==> config.mk <==
export PLATFORM = sky130hd
export DESIGN_NAME = fetch_seq
export DESIGN_NICKNAME = d
export VERILOG_FILES = /design/src/rtl/fetch_pkg.sv /design/src/rtl/fetch_wait_timer.sv /design/src/rtl/fetch_seq.sv
export SDC_FILE = /design/constraint.sdc
export NUM_CORES = 1
export LEC_CHECK = 0
export CAP_MARGIN = 20
export CORE_MARGIN = 2
export CORE_UTILIZATION = 40
export CTS_BUF_LIST = sky130_fd_sc_hd__clkbuf_4 sky130_fd_sc_hd__clkbuf_8
export DETAILED_ROUTE_END_ITERATION = 7
export PLACE_DENSITY = 0.67
export SLEW_MARGIN = 30
export SYNTH_ARGS = -nofsm -noshare
export SYNTH_HDL_FRONTEND = slang
export SYNTH_SLANG_ARGS = --single-unit
==> constraint.sdc <==
create_clock -name clk -period 5.75 [get_ports clk]
set_clock_uncertainty 0.15 [all_clocks]
set_input_delay 1.15 -clock clk [delete_from_list [all_inputs] [get_ports clk]]
set_output_delay 1.15 -clock clk [all_outputs]
set_load 0.01 [all_outputs]
==> src/rtl/fetch_pkg.sv <==
// Shared types and constants for the instruction fetch sequencer.
package fetch_pkg;

  typedef enum logic [1:0] {
    IDLE  = 2'd0,
    REQ   = 2'd1,
    DONE  = 2'd2,
    FAULT = 2'd3
  } state_t;

  localparam logic [1:0] FC_NONE     = 2'b00;
  localparam logic [1:0] FC_MISALIGN = 2'b01;
  localparam logic [1:0] FC_TIMEOUT  = 2'b10;

  localparam logic [31:0] DEFAULT_RESET_PC = 32'h0000_3000;

endpackage

==> src/rtl/fetch_wait_timer.sv <==
// IM wait budget: loads MAX_WAIT-1 on clear, counts down while enabled,
// and flags expiry once the last allowed wait cycle is reached.
module fetch_wait_timer #(
  parameter int unsigned MAX_WAIT = 16
) (
  input  logic clk,
  input  logic rst,
  input  logic clear,
  input  logic enable,
  output logic expire
);

  localparam logic [7:0] LOAD = 8'(MAX_WAIT - 1);

  logic [7:0] count;

  always_ff @(posedge clk or posedge rst) begin
    if (rst) begin
      count <= '0;
    end else if (clear) begin
      count <= LOAD;
    end else if (enable && count != '0) begin
      count <= count - 8'd1;
    end
  end

  assign expire = (count == '0);

endmodule

==> src/rtl/fetch_seq.sv <==
// Instruction fetch sequencer: owns the PC, runs the IM read handshake and
// writes fetched instructions into the IR.
module fetch_seq
  import fetch_pkg::*;
#(
  parameter logic [31:0] RESET_PC = DEFAULT_RESET_PC,
  parameter int unsigned MAX_WAIT = 16
) (
  input  logic        clk,
  input  logic        rst,
  input  logic        fetch_en,
  input  logic        npc_wr,
  input  logic [31:0] npc,
  output logic        im_req,
  output logic [31:0] im_addr,
  input  logic        im_ack,
  input  logic [31:0] im_rdata,
  output logic        irwr,
  output logic [31:0] ir_data,
  output logic [31:0] pc,
  output logic        busy,
  output logic        fault,
  output logic [1:0]  fault_code
);

  state_t      state, state_d;
  logic [31:0] pc_d, im_addr_d, ir_data_d, pend_pc, pend_pc_d;
  logic        im_req_d, irwr_d, fault_d, pend_valid, pend_valid_d;
  logic [1:0]  fault_code_d;
  logic        misaligned, start, tmr_clear, tmr_en, tmr_expire;

  assign misaligned = (pc[1:0] != 2'b00);
  assign start      = (state == IDLE) && fetch_en && !npc_wr && !misaligned;
  assign tmr_clear  = start;
  assign tmr_en     = (state == REQ) && !im_ack;

  fetch_wait_timer #(.MAX_WAIT(MAX_WAIT)) u_timer (
    .clk    (clk),
    .rst    (rst),
    .clear  (tmr_clear),
    .enable (tmr_en),
    .expire (tmr_expire)
  );

  always_ff @(posedge clk or posedge rst) begin
    if (rst) begin
      state      <= IDLE;
      pc         <= RESET_PC;
      im_req     <= 1'b0;
      im_addr    <= '0;
      irwr       <= 1'b0;
      ir_data    <= '0;
      busy       <= 1'b0;
      fault      <= 1'b0;
      fault_code <= FC_NONE;
      pend_valid <= 1'b0;
      pend_pc    <= '0;
    end else begin
      state      <= state_d;
      pc         <= pc_d;
      im_req     <= im_req_d;
      im_addr    <= im_addr_d;
      irwr       <= irwr_d;
      ir_data    <= ir_data_d;
      busy       <= (state_d != IDLE);
      fault      <= fault_d;
      fault_code <= fault_code_d;
      pend_valid <= pend_valid_d;
      pend_pc    <= pend_pc_d;
    end
  end

  always_comb begin
    state_d = state;
    unique case (state)
      IDLE: begin
        if (!npc_wr && fetch_en) state_d = misaligned ? FAULT : REQ;
      end
      REQ: begin
        if (im_ack)          state_d = DONE;
        else if (tmr_expire) state_d = FAULT;
      end
      DONE:  state_d = IDLE;
      FAULT: if (npc_wr) state_d = IDLE;
      default: state_d = IDLE;
    endcase
  end

  always_comb begin
    pc_d         = pc;
    im_req_d     = im_req;
    im_addr_d    = im_addr;
    irwr_d       = 1'b0;
    ir_data_d    = ir_data;
    fault_d      = fault;
    fault_code_d = fault_code;
    pend_valid_d = pend_valid;
    pend_pc_d    = pend_pc;
    unique case (state)
      IDLE: begin
        if (npc_wr) begin
          pc_d = npc;
        end else if (fetch_en) begin
          if (misaligned) begin
            fault_d      = 1'b1;
            fault_code_d = FC_MISALIGN;
          end else begin
            im_req_d     = 1'b1;
            im_addr_d    = pc;
            pend_valid_d = 1'b0;
          end
        end
      end
      REQ: begin
        if (npc_wr) begin
          pend_valid_d = 1'b1;
          pend_pc_d    = npc;
        end
        if (im_ack) begin
          // A redirect written on the ack cycle itself is the latest one.
          ir_data_d    = im_rdata;
          irwr_d       = 1'b1;
          im_req_d     = 1'b0;
          pend_valid_d = 1'b0;
          if (npc_wr)          pc_d = npc;
          else if (pend_valid) pc_d = pend_pc;
          else                 pc_d = pc + 32'd4;
        end else if (tmr_expire) begin
          im_req_d     = 1'b0;
          fault_d      = 1'b1;
          fault_code_d = FC_TIMEOUT;
          pend_valid_d = 1'b0;
        end
      end
      DONE: begin
        if (npc_wr) pc_d = npc;
      end
      FAULT: begin
        if (npc_wr) begin
          pc_d         = npc;
          fault_d      = 1'b0;
          fault_code_d = FC_NONE;
        end
      end
      default: ;
    endcase
  end

endmodule

==> results.json, run 1 <==
{
  "clock_path_buffers": 2,
  "post-cts-setup-buffer-count": 0,
  "p_sw_mw": 1.679,
  "grt_first_pass_wirelength_microns": 29190,
  "grt_pass1_vias": 5449,
  "ys_seq_area_share_pct": 54.40,
  "ys_warn_count": 0,
  "internal_power_mw": 2.989,
  "synth-seq-cells": 145,
  "min_to": "im_addr[17]$_DFFE_PP0P_",
  "drv_slew": 0,
  "finalSetupTns_ns": 0,
  "critPathMaxFanout": 22,
  "crit_buf_inv": 3,
  "drtIter0Drc": 461,
  "path_cells": "clkdlybuf4s50_1 -> buf_4 -> or4b_1 -> or3_1 -> buf_4 -> o311ai_0 -> o41ai_1",
  "layout_setup_ws_ns": 2.291,
  "yosysUniqueCellTypes": 64,
  "crit_arrival_ns": 3.64,
  "detail_route.wl_per_cell_microns": 17.87,
  "final_hold_viol_count": 0,
  "end_kind": "flip-flop",
  "crit_family": "simple AND/OR/NAND/NOR gates",
  "clk_pin_slew_ns": 0.07,
  "p_sw_share_pct": 35.96,
  "layout.cells.non_filler": 1021,
  "max-vdd-ir-drop_uv": 239.9,
  "synth-edff-count": 0,
  "drive_gt1_share_pct": 14.98,
  "clockRootBuffer": "clkbuf_8",
  "r2r-start": "pend_valid$_DFFE_PP0P_",
  "drc": 0,
  "clkPwrFrac_pct": 17.0,
  "nFillCells": 1420,
  "timing.rr.end": "pc[22]$_DFFE_PP0P_",
  "portBuffers": 170,
  "core_sq_um": 16470,
  "hpwl_microns": 12400,
  "dp_cells": 989,
  "holdCritStartpoint": "im_addr[17]$_DFFE_PP0P_",
  "cts-htree-levels": 4,
  "crit_type": "primary input to flip-flop",
  "hold_class": "flip-flop to flip-flop",
  "slowest_stage": "or3_1",
  "period_share_pct": 60.16,
  "track_usage_pct": 20.76,
  "tightest_slew_ns": 0.9104,
  "ant_nets": 0,
  "p_comb_share_pct": 41.7,
  "area_growth_pct": 34.38,
  "fin_nets": 860,
  "via_count": 5542,
  "die_h_microns": 133.2,
  "dr.pass1.iters": 5,
  "diodes": 0,
  "finalCriticalPeriod_ns": 3.459,
  "whs_path_depth": 2,
  "setup_violations": 0,
  "status": "finished clean",
  "grt_max_degree": 116,
  "ff2ff_setup_slack_ns": 2.84,
  "clkSinkCount": 145,
  "antenna_found_initial": 0,
  "rsz0062_at_grt": "false",
  "critPathMaxStageDelay_ns": 0.66,
  "die_w_microns": 133.2,
  "holdBufCountCts": 0,
  "clock_latency_ns": 0.46,
  "relSlewSlack_pct": 39.31,
  "globalplace.congestion": 0.8513,
  "ys_async_sr_fraction_pct": 100.0,
  "io-pin-count": 171,
  "syn_area_sq_um": 6675,
  "p_per_area_nw_per_um2": 520.3,
  "grt_overflow": 0,
  "finalWirelength_microns": 18240,
  "cts_tree": "yes",
  "cp.required_ns": 5.93,
  "leakagePower_nw": 3.744,
  "synth_ff_type": "dfrtp_1",
  "via_per_inst": 5.428,
  "die-area_sq_um": 17740,
  "rr_worst_depth": 5,
  "avgSynthCellArea_sq_um": 10.68,
  "dpl_worst_slack_ns": 1.698,
  "cts_resized": 0,
  "initial_core_util_pct": 40.54,
  "synth_fp_nets": 697,
  "fmax_mhz": 289.1,
  "max_cap_violations": 0,
  "worst_setup_path_start_kind": "primary input",
  "cts_buffers": 17,
  "finish.utilization_pct": 54.48,
  "crit_top_cell": "buf_4",
  "rows": 47,
  "synthCells": 625,
  "p_seq_share_pct": 41.3,
  "hold_slack_ns": 0.3246
}
## state kept, by name, indices dropped and copies added (netlist names)
signal,count
busy,1
fault,1
fault_code,2
im_addr,32
im_req,1
ir_data,32
irwr,1
pc,32
pend_pc,32
pend_valid,1
state,2
u_timer.count,8
## worst reg2reg max path, delay by kind of cell (launching register included)
kind	cells	cell delay, ns
DFF	1	0.94
and+or+nand+nor	1	0.70
buffers and inverters	1	0.65
AOI/OAI and AO/OA	3	0.38
## synthesized netlist by cell type (all sizes together), types with 7 or more instances
library cell | n | area [sq um]
a21oi | 21 | 105.1
inv | 10 | 37.54
o22ai | 13 | 81.33
nand3 | 16 | 80.08
nand2 | 120 | 450.4
xnor2 | 14 | 122.6
o21ai | 33 | 165.2
nor2 | 17 | 63.81
dfrtp | 143 | 3578
nor4 | 8 | 56.30
a31oi | 7 | 43.79
buf | 13 | 67.56
clkbuf | 22 | 83.83
nor3 | 15 | 80.08
and3 | 9 | 56.30
nand4 | 7 | 65.06
mux2 | 64 | 720.7
## layout by cell type (no fill, tap or decap), types with 3 or more instances in the layout
cell	count
a211oi_1	3
a21oi_1	21
a222oi_1	3
a22oi_1	3
a311oi_1	3
a31oi_1	7
a32oi_1	3
and2_1	3
and3_1	9
and4_1	5
buf_4	9
clkbuf_8	19
clkdlybuf4s50_1	170
clkinv_2	6
clkinvlp_4	3
dfrtp_1	143
ha_1	3
inv_1	9
mux2_2	64
mux2i_1	5
nand2_1	120
nand2b_1	4
nand3_1	16
nand4_1	5
nor2_1	17
nor2b_1	5
nor3_1	13
nor4_1	7
o211ai_1	4
o21ai_0	32
o22ai_1	13
o31a_1	3
o31ai_1	6
or3_1	4
or4_1	4
xnor2_1	14
xor2_1	6
## kinds of logic after synthesis
group                    after synthesis  share of synthesized area, %
multiplexers                          69                         11.55
XOR/XNOR                              20                         2.624
AO/OA/AOI/OAI                        115                         11.23
buffers and inverters                 46                         2.887
adder cells (fa/ha/maj)                3                        0.5624
AND/OR/NAND/NOR                      227                         16.76
flip-flops                           145                         54.40
## power by group through the flow
stage / registers, mW / logic, mW / clock network, mW
finish: 1.93 / 1.95 / 0.793
global route: 2.00 / 2.11 / 0.858
CTS: 1.93 / 1.97 / 0.816
detailed placement: 1.94 / 1.96 / 0
global placement: 1.91 / 1.92 / 0
floorplan: 1.96 / 0.940 / 0
## worst max-delay path by stage
| stage | from | cells past startpoint | to |
|---|---|---|---|
| 6_report | npc_wr | 7 | u_timer.count[4]$_DFFE_PP0P_ |
| 2_1_floorplan | rst | 1 | busy$_DFF_PP0_ |
| 3_5_place_dp | im_ack | 8 | pc[22]$_DFFE_PP0P_ |
| 3_3_place_gp | npc_wr | 7 | u_timer.count[4]$_DFFE_PP0P_ |
| 5_1_grt | npc_wr | 7 | u_timer.count[4]$_DFFE_PP0P_ |
| 4_1_cts | im_ack | 8 | pc[22]$_DFFE_PP0P_ |
## stage by stage
stage	cell area [sq um]	total power [mW]
6_report	8970	4.667
5_1_grt	8970	4.964
4_1_cts	8970	4.710
3_5_place_dp	8581	3.901
3_3_place_gp	8578	3.825
2_1_floorplan	6675	2.897
## metal layers
layer | track usage, % | vias to the layer above | share of wire (%)
li1 | - | 2567 | -
met1 | 28.24 | 2714 | 45
met2 | 32.93 | 232 | 46
met3 | 4.947 | 29 | 6.5
met4 | 6.974 | 0 | 2.0
met5 | 0 | - | 0
## layout make-up
type / count / area, sq um / share of cell area [%]
clock buffer: 21 / 276.5 / 3.083
clock inverter: 11 / 112.6 / 1.255
inverter: 11 / 48.80 / 0.5440
multi-input combinational: 434 / 2856 / 31.85
sequential: 145 / 3631 / 40.48
tap: 220 / 275.3 / 3.069
timing repair buffer: 179 / 1769 / 19.72
No activity file was read; power rests on OpenSTA's default activity.
==> run 2: changes to the inputs <==
PLACE_DENSITY = 0.7   (was 0.67)
clock period = 2.9 ns   (was 5.75 ns; I/O delays follow)
==> run 2 against run 1 <==
Sequential share of layout area shrank 1.0 points. Clock power grew 140%. Utilization grew 1.4 points. Critical path depth shrank 1. Register-to-register slack lost 2.4 ns. Wire length grew 0.83%. Via count grew 0.14%. Sequential cell count is the same. Sequential power grew 93%. Total power grew 110%. Worst hold slack lost 0.0032 ns. Highest routed layer unchanged.
==> results.json, run 2 (synthesis results as in run 1) <==
{
  "status": "finished clean",
  "leakagePower_nw": 3.864,
  "io-pin-count": 171,
  "portBuffers": 170,
  "area_growth_pct": 37.84,
  "finalCriticalPeriod_ns": 2.429,
  "dr.pass1.iters": 4,
  "diodes": 0,
  "final_common_cell": "clkdlybuf4s50_1",
  "critPathMaxStageDelay_ns": 0.59,
  "die_h_microns": 133.2,
  "crit_type": "flip-flop to flip-flop",
  "internal_power_mw": 6.317,
  "ant_nets": 0,
  "crit_arrival_ns": 2.60,
  "drtIter0Drc": 418,
  "dpl_cell_area_sq_um": 8722,
  "core_sq_um": 16470,
  "p_comb_share_pct": 41.9,
  "clock_path_buffers": 2,
  "clk_pin_slew_ns": 0.08,
  "antenna_found_initial": 0,
  "via_per_inst": 5.352,
  "globalplace.congestion": 0.8877,
  "drc": 0,
  "hold_class": "flip-flop to flip-flop",
  "clock_latency_ns": 0.46,
  "holdBufCountCts": 0,
  "drv_slew": 0,
  "grt_first_pass_wirelength_microns": 29440,
  "p_sw_share_pct": 34.74,
  "die_w_microns": 133.2,
  "die-area_sq_um": 17740,
  "final_area_sq_um": 9201,
  "clkSinkCount": 145,
  "finalSetupTns_ns": 0,
  "crit_buf_inv": 0,
  "final_hold_viol_count": 0,
  "p_seq_share_pct": 38.6,
  "grt_max_degree": 146,
  "cts-htree-levels": 4,
  "initial_core_util_pct": 40.54,
  "path_depth": 6,
  "grt_pass1_vias": 5616,
  "end_kind": "flip-flop",
  "rr_worst_depth": 6,
  "drive_gt1_share_pct": 16.52,
  "crit_family": "simple AND/OR/NAND/NOR gates",
  "grt_overflow": 0,
  "worst_setup_path_start_kind": "flip-flop",
  "final_cell_mix": "clkdlybuf4s50_1, dfrtp_1, nand2_1",
  "max_cap_violations": 0,
  "cp.required_ns": 3.07,
  "fin_nets": 876,
  "tightest_slew_ns": 0.7912,
  "finalWirelength_microns": 18390,
  "setup_violations": 0,
  "p_sw_mw": 3.363,
  "path_cells": "ha_1 -> and3_1 -> nand4_4 -> or4_4 -> a311oi_1 -> o31ai_1",
  "p_per_area_nw_per_um2": 1052,
  "fmax_mhz": 411.7,
  "rsz0062_at_grt": "false",
  "via_count": 5550,
  "critPathMaxFanout": 9,
  "relSlewSlack_pct": 47.26,
  "nFillCells": 1398,
  "max-vdd-ir-drop_uv": 467.1,
  "period_share_pct": 83.76,
  "rows": 47,
  "detail_route.wl_per_cell_microns": 17.74,
  "track_usage_pct": 21.17,
  "slowest_stage": "or4_4",
  "cts_resized": 0,
  "clockRootBuffer": "clkbuf_8",
  "post-cts-setup-buffer-count": 0,
  "cts_buffers": 17,
  "cts_tree": "yes",
  "clkPwrFrac_pct": 19.6,
  "hpwl_microns": 12920,
  "whs_path_depth": 2
}
==> run 2: worst paths after layout <==
| check | startpoint | endpoint | slack (ns) |
|---|---|---|---|
| worst max-delay path | pc[2]$_DFFE_PP0P_ | pc[26]$_DFFE_PP0P_ | 0.47 |
| worst min-delay path | im_addr[27]$_DFFE_PP0P_ | im_addr[27]$_DFFE_PP0P_ | 0.32 |
| worst max register to register | pc[2]$_DFFE_PP0P_ | pc[26]$_DFFE_PP0P_ | 0.47 |
| worst min register to register | im_addr[27]$_DFFE_PP0P_ | im_addr[27]$_DFFE_PP0P_ | 0.32 |
| max in group asynchronous | rst | pend_pc[16]$_DFFE_PP0P_ | 1.47 |
| min in group asynchronous | rst | ir_data[7]$_DFFE_PP0P_ | 0.53 |
==> run 2: power by group through the flow <==
stage          clock network, mW  logic (mW)  registers, mW
6_report                    1.89        4.05           3.73
5_1_grt                     2.04        4.40           3.87
4_1_cts                     1.94        4.09           3.73
3_5_place_dp                   0        4.07           3.77
3_3_place_gp                   0        3.97           3.71
2_1_floorplan                  0        1.86           3.88
==> run 2: final cells by class <==
type / count / area [sq um] / share of cell area (%)
timing repair buffer: 195 / 1914 / 20.81
clock buffer: 18 / 241.5 / 2.624
multi-input combinational: 434 / 2856 / 31.04
tap: 220 / 275.3 / 2.992
clock inverter: 14 / 237.7 / 2.584
sequential: 145 / 3631 / 39.46
inverter: 11 / 45.04 / 0.4895
==> run 2: stage by stage <==
stage	hold slack, ns	utilization (%)	power [mW]	std cells	worst slack [ns]
after floorplan	0.3193	-	5.744	625	0.3526
after global placement	0.3078	52.97	7.683	1005	0.2090
after detailed placement	0.3114	52.97	7.836	1005	0.1681
after CTS	0.3294	55.88	9.760	1037	0.4663
after global routing	0.3535	55.88	10.30	1037	0.3318
final	0.3214	55.88	9.680	1037	0.4709
==> run 2: per-layer routing <==
layer / vias to the layer above / track usage (%) / wire length (microns)
met4: 0 / 7.151 / 283
met5: - / 0 / 0
met3: 21 / 4.947 / 1282
met1: 2678 / 26.87 / 7985
li1: 2608 / - / -
met2: 243 / 35.84 / 8842
==> run 2: worst reg2reg max path: stages (launching register included) <==
cell,delay (ns)
dfrtp_1,0.49
ha_1,0.24
and3_1,0.26
nand4_4,0.19
or4_4,0.59
a311oi_1,0.27
o31ai_1,0.11
==> run 3: changes to the inputs <==
PLACE_DENSITY = 0.67   (was 0.7)
clock period = 2.5 ns   (was 2.9 ns; I/O delays follow)
==> run 3 against run 2 <==
Wire length is 2.7% higher. Critical endpoint is now pc[12]. Sequential cell count stayed put. Global-route usage is 0.82 points higher. Setup slack worse by 0.28 ns.
==> results.json, run 3 (synthesis results as in run 1) <==
{
  "p_sw_mw": 4.012,
  "crit_arrival_ns": 1.65,
  "r2r-start": "pc[2]$_DFFE_PP0P_",
  "end_kind": "output pin",
  "area_growth_pct": 41.22,
  "internal_power_mw": 7.195,
  "grt_pass1_vias": 5848,
  "final_common_cell": "clkdlybuf4s50_1",
  "dpl_cell_area_sq_um": 9020,
  "cts-htree-levels": 4,
  "slowest_stage": "dfstp_2",
  "initial_core_util_pct": 40.54,
  "cts_resized": 0,
  "diodes": 0,
  "critPathMaxStageDelay_ns": 0.54,
  "max-vdd-ir-drop_uv": 517.6,
  "fin_nets": 909,
  "rsz0062_at_grt": "false",
  "leakagePower_nw": 4.001,
  "finalSetupTns_ns": 0,
  "die_h_microns": 133.2,
  "regArea_sq_um": 3631,
  "clock_latency_ns": 0.45,
  "final_cell_mix": "clkdlybuf4s50_1, dfrtp_1, nand2_1",
  "core_sq_um": 16470,
  "ant_nets": 0,
  "drtIter0Drc": 355,
  "drv_slew": 0,
  "p_sw_share_pct": 35.80,
  "hold_slack_ns": 0.2761,
  "p_seq_share_pct": 37.7,
  "detail_route.wl_per_cell_microns": 17.66,
  "hold_class": "primary input to asynchronous set/reset pin",
  "setup_violations": 0,
  "worst_setup_path_start_kind": "flip-flop",
  "clk_pin_slew_ns": 0.08,
  "status": "finished clean",
  "final_area_sq_um": 9427,
  "die-area_sq_um": 17740,
  "grt_overflow": 0,
  "p_per_area_nw_per_um2": 1189,
  "crit_path_start": "pc[12]$_DFFE_PP1P_",
  "path_depth": 2,
  "die_w_microns": 133.2,
  "p_comb_share_pct": 45.4,
  "finalWirelength_microns": 18890,
  "via_per_inst": 5.363,
  "post-cts-setup-buffer-count": 0,
  "relSlewSlack_pct": 59.99,
  "tightest_slew_ns": 0.5936,
  "grt_first_pass_wirelength_microns": 30790,
  "drc": 0,
  "crit_family": "buffers and inverters",
  "rows": 47,
  "finalCriticalPeriod_ns": 2.304,
  "cts_buffers": 17,
  "globalplace.congestion": 0.8645,
  "hpwl_microns": 13820,
  "nFillCells": 1379,
  "final_hold_viol_count": 0,
  "ff2ff_setup_slack_ns": 0.22,
  "fmax_mhz": 434.0,
  "via_count": 5738,
  "track_usage_pct": 21.98,
  "clkSinkCount": 145,
  "clkPwrFrac_pct": 16.9,
  "endpoint": "pc[12]",
  "io-pin-count": 171,
  "path_cells": "buf_4 -> clkdlybuf4s50_1",
  "critPathMaxFanout": 5,
  "cp.required_ns": 1.85,
  "crit_buf_inv": 2,
  "multi_input_area_sq_um": 2856,
  "holdBufCountCts": 0,
  "rr_worst_depth": 7,
  "max_cap_violations": 0,
  "grt_max_degree": 50,
  "antenna_found_initial": 0,
  "period_share_pct": 92.16,
  "drive_gt1_share_pct": 19.76,
  "clock_path_buffers": 2,
  "clockRootBuffer": "clkbuf_8",
  "dr.pass1.iters": 8,
  "portBuffers": 170,
  "crit_type": "flip-flop to output pin",
  "cts_tree": "yes",
  "timing.rr.end": "pc[22]$_DFFE_PP0P_"
}
## run 3: worst register-to-register path, delay by kind of cell (launching register included)
| family | cells | cell delay [ns] |
|---|---|---|
| AND/OR/NAND/NOR | 3 | 0.85 |
| flip-flops | 1 | 0.38 |
| buffers and inverters | 1 | 0.20 |
| AO/OA/AOI/OAI | 2 | 0.38 |
| adder cells (fa/ha/maj) | 1 | 0.20 |
## run 3: stage by stage
stage | power, mW | utilization (%) | worst slack [ns] | std cells
floorplan | 6.664 | - | 0.03260 | 625
global placement | 9.188 | 54.78 | -0.009184 | 1038
detailed placement | 9.370 | 54.78 | -0.04014 | 1038
CTS | 11.29 | 57.25 | 0.1610 | 1070
global route | 11.91 | 57.25 | 0.08424 | 1070
finish | 11.21 | 57.25 | 0.1959 | 1070
## run 3: power by group through the flow
| stage | logic, mW | clock network [mW] | registers, mW |
|---|---|---|---|
| floorplan | 2.16 | 0 | 4.50 |
| global placement | 4.99 | 0 | 4.20 |
| detailed placement | 5.11 | 0 | 4.26 |
| CTS | 5.13 | 1.94 | 4.22 |
| global route | 5.50 | 2.04 | 4.37 |
| finish | 5.09 | 1.89 | 4.23 |
## run 3: area by class of cell
cell class                      instances  share of cell area (%)
Tap cell                              220                   2.920
Clock buffer                           20                   2.920
Sequential cell                       145                   38.52
Multi-Input combinational cell        434                   30.30
Timing Repair Buffer                  228                   23.47
Inverter                               11                  0.4778
Clock inverter                         12                   1.394
## run 3: per-layer routing
metal,GRT usage (%),wire length [microns],vias to the layer above
met4,8.038,406,0
met2,35.98,8907,216
met1,29.01,8494,2820
met3,4.718,1084,33
li1,-,-,2669
met5,0,0,-
## run 3: worst min path at each step
stage                                    endpoint  cells after the start
after floorplan                pc[31]$_DFFE_PP0P_                      2
after global placement    im_addr[31]$_DFFE_PP0P_                      2
after detailed placement  im_addr[17]$_DFFE_PP0P_                      2
after CTS                 im_addr[31]$_DFFE_PP0P_                      2
after global routing      im_addr[31]$_DFFE_PP0P_                      2
final                          im_req$_DFFE_PP0P_                      2
